`config.mk`:
```
export PLATFORM = sky130hd
export DESIGN_NAME = alu_issue_ctrl
export DESIGN_NICKNAME = d
export VERILOG_FILES = /design/src/rtl/alu_pkg.sv /design/src/rtl/alu_issue_ctrl.sv
export SDC_FILE = /design/constraint.sdc
export NUM_CORES = 1
export LEC_CHECK = 0
export ABC_AREA = 1
export CAP_MARGIN = 40
export CORE_UTILIZATION = 41
export DETAILED_ROUTE_END_ITERATION = 16
export HOLD_SLACK_MARGIN = 0.03
export PLACE_DENSITY = 0.9
export SYNTH_ARGS = -nofsm -noshare
export SYNTH_HDL_FRONTEND = slang
export SYNTH_SLANG_ARGS = --single-unit
```
`constraint.sdc`:
```
create_clock -name clk -period 2.3 [get_ports clk]
set_clock_uncertainty 0.15 [all_clocks]
set_input_delay 0.23 -clock clk [delete_from_list [all_inputs] [get_ports clk]]
set_output_delay 0.23 -clock clk [all_outputs]
set_load 0.05 [all_outputs]
```
`src/rtl/alu_pkg.sv`:
```
// Shared definitions for the iterative ALU and its issue controller:
// opcode encodings, data widths, issue-controller state encoding and
// the fixed multi-cycle latency of mul/div.
package alu_pkg;

    localparam int unsigned OP_W   = 3;
    localparam int unsigned DATA_W = 32;
    localparam int unsigned RES_W  = 64;

    localparam logic [OP_W-1:0] ALU_ADD = 3'b000;
    localparam logic [OP_W-1:0] ALU_SUB = 3'b001;
    localparam logic [OP_W-1:0] ALU_MUL = 3'b010;
    localparam logic [OP_W-1:0] ALU_DIV = 3'b011;
    localparam logic [OP_W-1:0] ALU_NOP = 3'b111;

    // Cycles alu_busy stays high after a mul/div launch.
    localparam int unsigned MULDIV_BUSY_CYCLES = 34;

    typedef enum logic [1:0] {
        ST_IDLE,
        ST_ISSUE,
        ST_WAIT,
        ST_RESP
    } issue_state_e;

    // Only add/sub/mul/div are accepted; 100..111 are rejected.
    function automatic logic op_is_legal(input logic [OP_W-1:0] op);
        return (op == ALU_ADD) || (op == ALU_SUB) || (op == ALU_MUL) || (op == ALU_DIV);
    endfunction

    function automatic logic op_is_muldiv(input logic [OP_W-1:0] op);
        return (op == ALU_MUL) || (op == ALU_DIV);
    endfunction

endpackage

```
`src/rtl/alu_issue_ctrl.sv`:
```
// Request front-end for the iterative ALU. Accepts one operation at a time
// over req_*, issues it to the ALU for exactly one cycle, waits for the
// result (immediately for add/sub, on alu_busy falling for mul/div, or a
// timeout), then returns result/tag/err over rsp_*.
// Ports:
//   clk, rst              clock, synchronous active-low reset
//   req_valid/ready/op/a/b/tag     request channel
//   rsp_valid/ready/result/tag/err response channel
//   alu_operandA/B, alu_operation, alu_operation_valid   to ALU
//   alu_result, alu_busy                                 from ALU
module alu_issue_ctrl
    import alu_pkg::*;
#(
    parameter int unsigned TAG_W   = 4,
    parameter int unsigned TIMEOUT = 40
) (
    input  logic              clk,
    input  logic              rst,
    input  logic              req_valid,
    output logic              req_ready,
    input  logic [OP_W-1:0]   req_op,
    input  logic [DATA_W-1:0] req_a,
    input  logic [DATA_W-1:0] req_b,
    input  logic [TAG_W-1:0]  req_tag,
    output logic              rsp_valid,
    input  logic              rsp_ready,
    output logic [RES_W-1:0]  rsp_result,
    output logic [TAG_W-1:0]  rsp_tag,
    output logic              rsp_err,
    output logic [DATA_W-1:0] alu_operandA,
    output logic [DATA_W-1:0] alu_operandB,
    output logic [OP_W-1:0]   alu_operation,
    output logic              alu_operation_valid,
    input  logic [RES_W-1:0]  alu_result,
    input  logic              alu_busy
);

    localparam int unsigned CNT_W = 6;

    issue_state_e        state, state_d;
    logic [OP_W-1:0]     op_q, op_d;
    logic [CNT_W-1:0]    wait_cnt, wait_cnt_d, wait_inc;
    logic                rsp_valid_d, rsp_err_d;
    logic [RES_W-1:0]    rsp_result_d;
    logic [TAG_W-1:0]    rsp_tag_d;
    logic [DATA_W-1:0]   operand_a_d, operand_b_d;
    logic [OP_W-1:0]     alu_operation_d;
    logic                alu_operation_valid_d;
    logic                accept;

    // A new request is only taken while idle and the ALU has drained.
    assign req_ready = (state == ST_IDLE) && !alu_busy;
    assign accept    = req_valid && req_ready;
    assign wait_inc  = wait_cnt + CNT_W'(1);

    // State register.
    always_ff @(posedge clk) begin
        if (!rst) begin
            state <= ST_IDLE;
        end else begin
            state <= state_d;
        end
    end

    // Next-state and next-register values.
    always_comb begin
        state_d               = state;
        op_d                  = op_q;
        wait_cnt_d            = wait_cnt;
        rsp_valid_d           = rsp_valid;
        rsp_err_d             = rsp_err;
        rsp_result_d          = rsp_result;
        rsp_tag_d             = rsp_tag;
        operand_a_d           = alu_operandA;
        operand_b_d           = alu_operandB;
        // NOP unless the next cycle is ISSUE, so the ALU never sees a stray launch.
        alu_operation_d       = ALU_NOP;
        alu_operation_valid_d = 1'b0;

        unique case (state)
            ST_IDLE: begin
                if (accept) begin
                    op_d        = req_op;
                    operand_a_d = req_a;
                    operand_b_d = req_b;
                    rsp_tag_d   = req_tag;
                    wait_cnt_d  = '0;
                    if (op_is_legal(req_op)) begin
                        alu_operation_d       = req_op;
                        alu_operation_valid_d = 1'b1;
                        state_d               = ST_ISSUE;
                    end else begin
                        rsp_result_d = '0;
                        rsp_err_d    = 1'b1;
                        rsp_valid_d  = 1'b1;
                        state_d      = ST_RESP;
                    end
                end
            end
            ST_ISSUE: begin
                state_d = ST_WAIT;
            end
            ST_WAIT: begin
                wait_cnt_d = wait_inc;
                if (!op_is_muldiv(op_q) || !alu_busy) begin
                    rsp_result_d = alu_result;
                    rsp_err_d    = 1'b0;
                    rsp_valid_d  = 1'b1;
                    state_d      = ST_RESP;
                end else if (wait_inc == CNT_W'(TIMEOUT)) begin
                    // ALU stuck busy: report whatever it currently shows.
                    rsp_result_d = alu_result;
                    rsp_err_d    = 1'b1;
                    rsp_valid_d  = 1'b1;
                    state_d      = ST_RESP;
                end
            end
            ST_RESP: begin
                if (rsp_ready) begin
                    rsp_valid_d = 1'b0;
                    state_d     = ST_IDLE;
                end
            end
            default: begin
                state_d = ST_IDLE;
            end
        endcase
    end

    // Datapath and output registers.
    always_ff @(posedge clk) begin
        if (!rst) begin
            op_q                <= ALU_NOP;
            wait_cnt            <= '0;
            rsp_valid           <= 1'b0;
            rsp_err             <= 1'b0;
            rsp_result          <= '0;
            rsp_tag             <= '0;
            alu_operandA        <= '0;
            alu_operandB        <= '0;
            alu_operation       <= ALU_NOP;
            alu_operation_valid <= 1'b0;
        end else begin
            op_q                <= op_d;
            wait_cnt            <= wait_cnt_d;
            rsp_valid           <= rsp_valid_d;
            rsp_err             <= rsp_err_d;
            rsp_result          <= rsp_result_d;
            rsp_tag             <= rsp_tag_d;
            alu_operandA        <= operand_a_d;
            alu_operandB        <= operand_b_d;
            alu_operation       <= alu_operation_d;
            alu_operation_valid <= alu_operation_valid_d;
        end
    end

endmodule
```
# Word-level counts from Yosys, hierarchy flattened
# Cells that the tools add are included.
[op_classes]
n_mux = 22
n_eq_ne = 13
addsub = 1
n_reduce_logical = 20
[op_table]
columns = ["op", "n"]
rows = [
  ["$mux 64", 4],
  ["$pmux 64 s2", 1],
  ["$eq 3x2->1 const B", 4],
  ["$pmux 6 s2", 1],
  ["$mux 2", 5],
  ["$pmux 2 s4", 1],
  ["$reduce_and 4->1", 2],
  ["$mux 1", 7],
  ["$add 6x1->6 const B", 1],
  ["$eq 6x6->1 const B", 1],
  ["$mux 6", 1],
  ["$ne 2x2->1 const B", 3],
  ["$reduce_and 3->1", 2],
  ["$logic_or 1x1->1", 5],
  ["$reduce_and 5->1", 1],
  ["$eq 2x2->1 const B", 2],
  ["$reduce_and 2->1", 2],
  ["$eq 3x1->1 const B", 1],
  ["$logic_not 3->1", 1],
  ["$ne 3x3->1 const B", 1],
  ["$pmux 1 s3", 1],
  ["$reduce_bool 3->1", 1],
  ["$eq 2x1->1 const B", 1],
  ["$logic_and 1x1->1", 2],
  ["4 further kinds", 5],
]
[word_totals]
out_inout_bits = 139
reg_bits = 149
input_bits = 140

# Logic depth before layout (Yosys ltp)
[logic_depth]
depth_word = 7
ltp_mapped = 13

# Worst setup path before layout
# OpenSTA, ideal clock, no wires.
[synth_timing]
kind = "register to register"
from = "reg state[0]"
to = "reg alu_operation[0]"
stages_incl_launch_ff = 10
synth_period_minus_slack_ns = 2.571
path_slack_ns = -0.271
arrival_time_ns = 2.298
n_path_buf = 1
required_time_ns = 2.027
path_cell_list = "dfxtp_1 -> inv_1 -> ha_1 -> inv_1 -> nor2_1 -> nand2_1 -> buf_2 -> nor3_1 -> inv_1 -> or2_2"
[synth_between]
elab_chain_cells = 4
[synth_lines]
columns = ["element", "line_no", "text"]
rows = [
  ["start: declaration", "alu_issue_ctrl.sv:40", "issue_state_e state, state_d;"],
  ["start signal: assignment", "alu_issue_ctrl.sv:61", "state <= state_d;"],
  ["$logic_not 2->1", "alu_issue_ctrl.sv:52", "assign req_ready = (state == ST_IDLE) && !alu_busy;"],
  ["$logic_and 1x1->1", "alu_issue_ctrl.sv:52", ""],
  ["via req_ready", "alu_issue_ctrl.sv:20", "output logic req_ready,"],
  ["$logic_and 1x1->1", "alu_issue_ctrl.sv:53", "assign accept = req_valid && req_ready;"],
  ["$reduce_and 4->1 (no line)", "n/a", ""],
  ["end signal: assignment", "alu_issue_ctrl.sv:152", "alu_operation <= alu_operation_d;"],
  ["end: declaration", "alu_issue_ctrl.sv:32", "output logic [OP_W-1:0] alu_operation,"],
]
# The timed path passes the listed nets, and every way through them passes these cells.
# A chain may end at the register's enable or synchronous reset.

# Final worst setup path
[layout_timing]
from = "reg state[1]"
to = "reg rsp_result[34]"
[layout_between]
elab_chain_cells = 5
word_cells_on_any_way = 10
[layout_lines]
columns = ["element", "line_no", "text"]
rows = [
  ["$logic_not 2->1", "alu_issue_ctrl.sv:52, alu_issue_ctrl.sv:80", ""],
  ["$logic_and 1x1->1", "alu_issue_ctrl.sv:52", ""],
  ["$logic_and 1x1->1", "alu_issue_ctrl.sv:53", ""],
  ["$ne 2x2->1 (no line)", "n/a", ""],
  ["$reduce_and 4->1 (no line)", "n/a", ""],
  ["end signal: assignment", "alu_issue_ctrl.sv:148", "rsp_result <= rsp_result_d;"],
  ["end: declaration", "alu_issue_ctrl.sv:27", "output logic [RES_W-1:0] rsp_result,"],
]
# Parallel ways exist; a longest one is shown, timed or not.

==> flow_summary_export.csv <==
group,metric,value,unit
run_status,status,"finished, final reports clean",
layout,final_layout_size_suffix_gt1_share,5.76,%
pwr,share_of_power_burned_in_combinational_logic,41.6,%
worst_hold_path,worst_hold_path.num_cells,3,
clocking,cts-buffers-inserted,17,
setup_path,critPathMaxFanout,32,
setup_path,regToRegEndpoint,"rsp_result[34]",
sta,hold_viol_final,0,
placement,dpl_worst_slack,0.138,ns
sta,finalWorstPathRequiredPeriod,2.13,ns
clocking,clockRootBuffer,"sky130_fd_sc_hd__clkbuf_16",
drt,postRouteAntennaNets,0,
placement,port_buffers,278,
synthesis,synth-seq-area-share,50.8,%
drt,dr_total_vias,6020,
worst_hold_path,timing.hold.worst.start,"req_a[1]",
pwr,clock_power_share,26.6,%
synthesis,netlist_cell_types,23,
layout,finish.utilization,67.4,%
worst_hold_path,whs_endpoint,"alu_operandA[1]",
global_routing,initial_antenna_violation_count,1,
drt,post-route-drc-count,0,
die,core.rowCount,43,
setup_path,worstPathCellList,"inv_1 > ha_1 > inv_1 > nor2_2 > nand2_2 > nand2_1 > buf_4 > nand2_2 > nor2_8 > buf_12 > nand2_1 > a21oi_1",
global_routing,wire_length_of_the_first_global_routing_pass,26800,µm
setup_path,slowest_stage_cell_on_the_critical_path,"sky130_fd_sc_hd__dfxtp_1",
pwr,ir_drop,0.000569,V
synthesis,postSynthRegisterBits,148,
synthesis,synth_top_area_cell,"sky130_fd_sc_hd__dfxtp_1",
run,cap_viol_max_count,0,
layout,fin_area,0.00936,mm²
sta,layout_setup_ws,0.170,ns
sta,timing_max_transition_violations_final,0,
global_routing,grt_overflow,0,
setup_path,worst_case_register_to_register_setup_slack,0.17,ns
synthesis,synth.top_cell.area_share,50.8,%
die,die-area,0.0147,mm²
setup_path,cp_data_required_time,2.49,ns
setup_path,end_kind,"flop",
drt,drt-vias-per-instance,4.73,
placement,placedInstanceArea,0.00881,mm²
clocking,cts-root-to-sink-buffers,2,
synthesis,synth.area.top_cells,"sky130_fd_sc_hd__dfxtp_1, sky130_fd_sc_hd__nand2_1, sky130_fd_sc_hd__a21oi_1",
die,dieHeight,121,µm
sta,final_layout_worst_hold_slack,0.209,ns
global_routing,pin_count_of_the_biggest_net_entering_global_routing,127,
clocking,tritoncts_num_sinks,148,
drt,post_drt_wl_per_cell,13.6,µm
layout,flow.area_growth_from_synthesis,60.5,%
sta,layout_worst_path_cycle_share,92.6,%
setup_path,path_class,"reg2reg",
sta,slew_headroom,53.2,%
die,core_area,0.0139,mm²
setup_path,cp-start-kind,"flop",
die,start_util,42.0,%
setup_path,timing.critical_path.from,"state[1]",
die,die_width,121,µm
sta,achievable-frequency,470,MHz
synthesis,synthCells,818,
synthesis,synthesis.yosys.warnings,0,
die,i_o_pin_count,279,
drt,detail_route.first_pass.iterations,5,
pwr,netSwitchingFraction,40.6,%
worst_hold_path,worstHoldPathType,"in2reg",
clocking,clock_tree_from_tritoncts,"built",
sta,setup-violations-final,0,
synthesis,syn-num-nets,964,
pwr,power_report.internal_total,5.64,mW
setup_path,cp_data_arrival_time,2.32,ns
clocking,cts.reportedPaths.clkPinSlew,0.06,ns
layout,fin_nets,1226,
drt,dr.first_iter.drc_count,288,
sta,slew_at_the_pin_closest_to_its_max_slew_limit,0.701,ns
synthesis,syn-cell-area,0.00583,mm²
global_routing,grt_pass1_vias,5678,
placement,gp_routability_congestion,0.783,
synthesis,syn_avg_cell_area,7.13,µm²
setup_path,timing.rr.start,"state[1]",
layout,num-fill-cells,1099,
setup_path,timing.critical_path.max_delay_family,"simple AND/OR/NAND/NOR gates",
pwr,seq_power_share,31.8,%
clocking,clkLatencyLatePin,0.42,ns
setup_path,rr_worst_depth,12,
placement,dp_hpwl,11800,µm
pwr,netSwitchingPower,3.86,mW
pwr,power.density_cell_area,1020,mW/mm²
setup_path,critical-path-max-stage-delay,0.34,ns
setup_path,cp_num_buf_inv,4,
drt,route.final.wire_length,17300,µm
layout,n_antenna_cell,0,
pwr,static-leakage-power,3.82,nW
clocking,htree_levels,4,
global_routing,grt.total_usage,23.3,%
## power groups by stage
stage	Combinational (mW)	Sequential, mW	Clock (mW)
final	3.95	3.03	2.53
after floorplan	1.70	3.97	0
after global placement	3.87	3.06	0
after detailed placement	3.93	3.07	0
after global routing	4.25	3.06	2.71
after CTS	3.95	3.02	2.58
## how the worst max path moves through the flow
stage / end / cells past startpoint / slack, ns
floorplan: alu_operation[0] / 9 / 0.003
global placement: rsp_result[29] / 11 / 0.22
detailed placement: rsp_result[43] / 11 / 0.14
CTS: rsp_result[0] / 11 / 0.07
global route: rsp_result[19] / 13 / -0.004
finish: rsp_result[34] / 12 / 0.17
## sequential cells by signal (all words and copies together), names as in the netlist
| register | cells |
|---|---|
| alu_operandB | 32 |
| op_q | 2 |
| alu_operation_valid | 1 |
| state | 2 |
| rsp_err | 1 |
| wait_cnt | 6 |
| rsp_valid | 1 |
| alu_operandA | 32 |
| alu_operation | 3 |
| rsp_tag | 4 |
| rsp_result | 64 |
## cell type report
class / count / area (µm²) / share of cell area [%]
Timing Repair Buffer: 293 / 2980 / 31.8
Clock inverter: 13 / 100 / 1.07
Clock buffer: 19 / 443 / 4.73
Multi-Input combinational cell: 542 / 2350 / 25.1
Sequential cell: 148 / 2970 / 31.7
Inverter: 78 / 295 / 3.15
Tap cell: 180 / 225 / 2.41
## logic make-up after synthesis
kind of cell             Yosys count  synth area share [%]
AO/OA/AOI/OAI                    146                  12.6
adder cells (fa/ha/maj)            6                  1.29
buffers and inverters            128                  9.23
flip-flops                       148                  50.8
multiplexers                       1                 0.193
AND/OR/NAND/NOR                  389                  25.9
## stage by stage
stage                     std cells  power (mW)   TNS, ns
after global routing           1273        10.0  -0.00412
after floorplan                 818        5.68         0
final                          1273        9.50         0
after detailed placement       1241        7.00         0
after global placement         1241        6.93         0
after CTS                      1273        9.56         0
## worst min-delay path, stage by stage
cell and delay, ns:
sky130_fd_sc_hd__clkdlybuf4s50_1 0.39, sky130_fd_sc_hd__nand2_1 0.06, sky130_fd_sc_hd__a21oi_1 0.05
## synthesized netlist by cell type (all sizes together)
cell type  count
a21oi        141
a31oi          1
buf           19
clkbuf        31
clkinv         1
dfxtp        148
ha             6
inv           77
mux2           1
nand2        360
nand3          8
nand3b         1
nand4          3
nor2          12
nor3           2
o21ai          4
or2            3
## what timing repair did
| item | in CTS | in global routing |
|---|---|---|
| buffers inserted | 0 | 0 |
| gates resized for setup | 0 | 4 |
| setup endpoints to repair | 0 | 61 |
| hold buffers | 0 | 0 |
## layout by cell type, fill, tap and decap left out, types with 4 or more instances in the layout
cell type                           n
sky130_fd_sc_hd__nand2_1          357
sky130_fd_sc_hd__clkdlybuf4s50_1  277
sky130_fd_sc_hd__dfxtp_1          146
sky130_fd_sc_hd__a21oi_1          141
sky130_fd_sc_hd__inv_1             75
sky130_fd_sc_hd__clkbuf_16         17
sky130_fd_sc_hd__nor2_1            10
sky130_fd_sc_hd__buf_4              9
sky130_fd_sc_hd__nand3_1            7
sky130_fd_sc_hd__buf_12             7
sky130_fd_sc_hd__ha_1               5
sky130_fd_sc_hd__clkinvlp_4         5
sky130_fd_sc_hd__inv_6              4
## per-layer routing
metal / up-vias / track usage, % / share of wire (%)
met5: - / 0 / 0
met4: 0 / 6.48 / 1.1
met3: 17 / 10.6 / 10
met2: 226 / 39.9 / 49
met1: 2728 / 25.9 / 39
li1: 3049 / - / -
(Power assumes the default switching activity.)
==> variant, RTL diff (config.mk and constraints unchanged) <==
Set the parameter `TIMEOUT` to 20 (it was 40).
--- a/src/rtl/alu_issue_ctrl.sv
+++ b/src/rtl/alu_issue_ctrl.sv
@@ -13,5 +13,5 @@
 #(
     parameter int unsigned TAG_W   = 4,
-    parameter int unsigned TIMEOUT = 40
+    parameter int unsigned TIMEOUT = 20
 ) (
     input  logic              clk,
Behaviour: no difference found for any inputs over 4 cycles, from zero or initial values and one cycle with rst low; that may be too few to reach the edited logic, so the function may still have changed.
==> variant against the unedited design <==
Die area increased by 0.46%. Setup slack improved by 0.049 ns. Combinational power increased by 2%. Total power increased by 6.2%. Via count increased by 0.20%. First-iteration DRC count increased by 2.1%. Sequential cell count unchanged. Non-clock buffer count decreased by 2. Wire length increased by 2.9%. Area after synthesis increased by 0.47%. Cell area increased by 1.2%. Cell count decreased by 0.24%. Hold slack improved by 0.0016 ns. Critical path type unchanged. Critical endpoint is now rsp_result[31]$_SDFFE_PN0P_. Largest power group unchanged.
==> variant: results (changes against the unedited design) <==
* First-pass GRT wire length at 26400 um (was 26800 um)
* Reg2reg start: state[0]$_SDFFE_PN0P_ (was state[1]$_SDFFE_PN0P_)
* Synth cell count leaders: nand2_1, dfxtp_1, a21oi_1, inv_1, clkbuf_1 (unchanged)
* Area share of fa/ha/maj cells after synthesis at 1.28% (was 1.29%)
* Share of layout cells above drive strength 1 at 5.50% (was 5.76%)
* Hold EP: alu_operandA[7]$_SDFFE_PN0P_ (was alu_operandA[1]$_SDFFE_PN0P_)
* Xor and xnor area share after synthesis at 0.299% (was 0%)
* Maximum VDD drop at 0.536 mV (was 0.569 mV)
* Mux cell area share after synthesis at 0.192% (was 0.193%)
* Post-synthesis cell type count at 24 (was 23)
* Leading cell kind: buffers (unchanged)
* Total track usage at 22.9% (was 23.3%)
* Non-CTS buffers at 291 (was 293)
* Area contributors post-synth: dfxtp_1, nand2_1, a21oi_1 (unchanged)
* Pin count of the biggest net entering global routing at 68 (was 127)
* Pleak at 3.88 nW (was 3.82 nW)
* Sequential share of cell area at 31.3% (was 31.7%)
* Multi-In Gates at 539 (was 542)
* Max_slew headroom at 60.6% (was 53.2%)
* Post-synthesis compound-gate area fraction at 12.4% (was 12.6%)
* Period minus WS final at 2.08 ns (was 2.13 ns)
* Initial antenna violation count at 0 (was 1)
* Final Non-Filler Cells at 1270 (was 1273)
* FF-to-FF setup slack at 0.22 ns (was 0.17 ns)
* Vias in the first global route at 5602 (was 5678)
* Sequential cells at 148 (unchanged)
* Worst R2R Path Depth at 11 (was 12)
* HP Start: req_a[7] (was req_a[1])
* Dpl hpwl at 11800 um (about the same)
* Sequential area share after synthesis at 50.6% (was 50.8%)
* RePlAce Congestion at 0.768 (was 0.783)
* Initial DRC count at 294 (was 288)
* FILL cells at 1082 (was 1099)
* ClkCell Share at 6.92% (was 5.80%)
* Avg WL per Cell at 14.0 um (was 13.6 um)
* Vias per std cell at 4.75 (was 4.73)
* Hold Slack at 0.211 ns (was 0.209 ns)
* Critical Path AT at 2.27 ns (was 2.32 ns)
* Status: finished, final reports clean (unchanged)
* Post-placement cell count at 1236 (was 1241)
* NonClk Buf Share at 31.5% (was 31.8%)
## variant: cell types whose count changed after synthesis, sizes merged
cell | before | now
nand2 | 360 | 355
nand3 | 8 | 7
xor2 | 0 | 2
buf | 19 | 23
nand3b | 1 | 0
clkbuf | 31 | 28
inv | 77 | 79
o21ai | 4 | 3
nor2 | 12 | 15
## variant: report_power, final
group / switching, mW / total (mW) / internal, mW
clock: 1.12 / 3.05 / 1.93
sequential: 0.162 / 3.02 / 2.86
combinational: 2.64 / 4.02 / 1.38
## variant: metal layers
| metal | global-route usage (%) | vias to the layer above | part of all wire (%) |
|---|---|---|---|
| li1 | - | 3039 | - |
| met1 | 25.5 | 2730 | 40 |
| met2 | 38.2 | 228 | 48 |
| met3 | 8.94 | 35 | 9.3 |
| met4 | 11.0 | 0 | 3.0 |
| met5 | 0 | - | 0 |
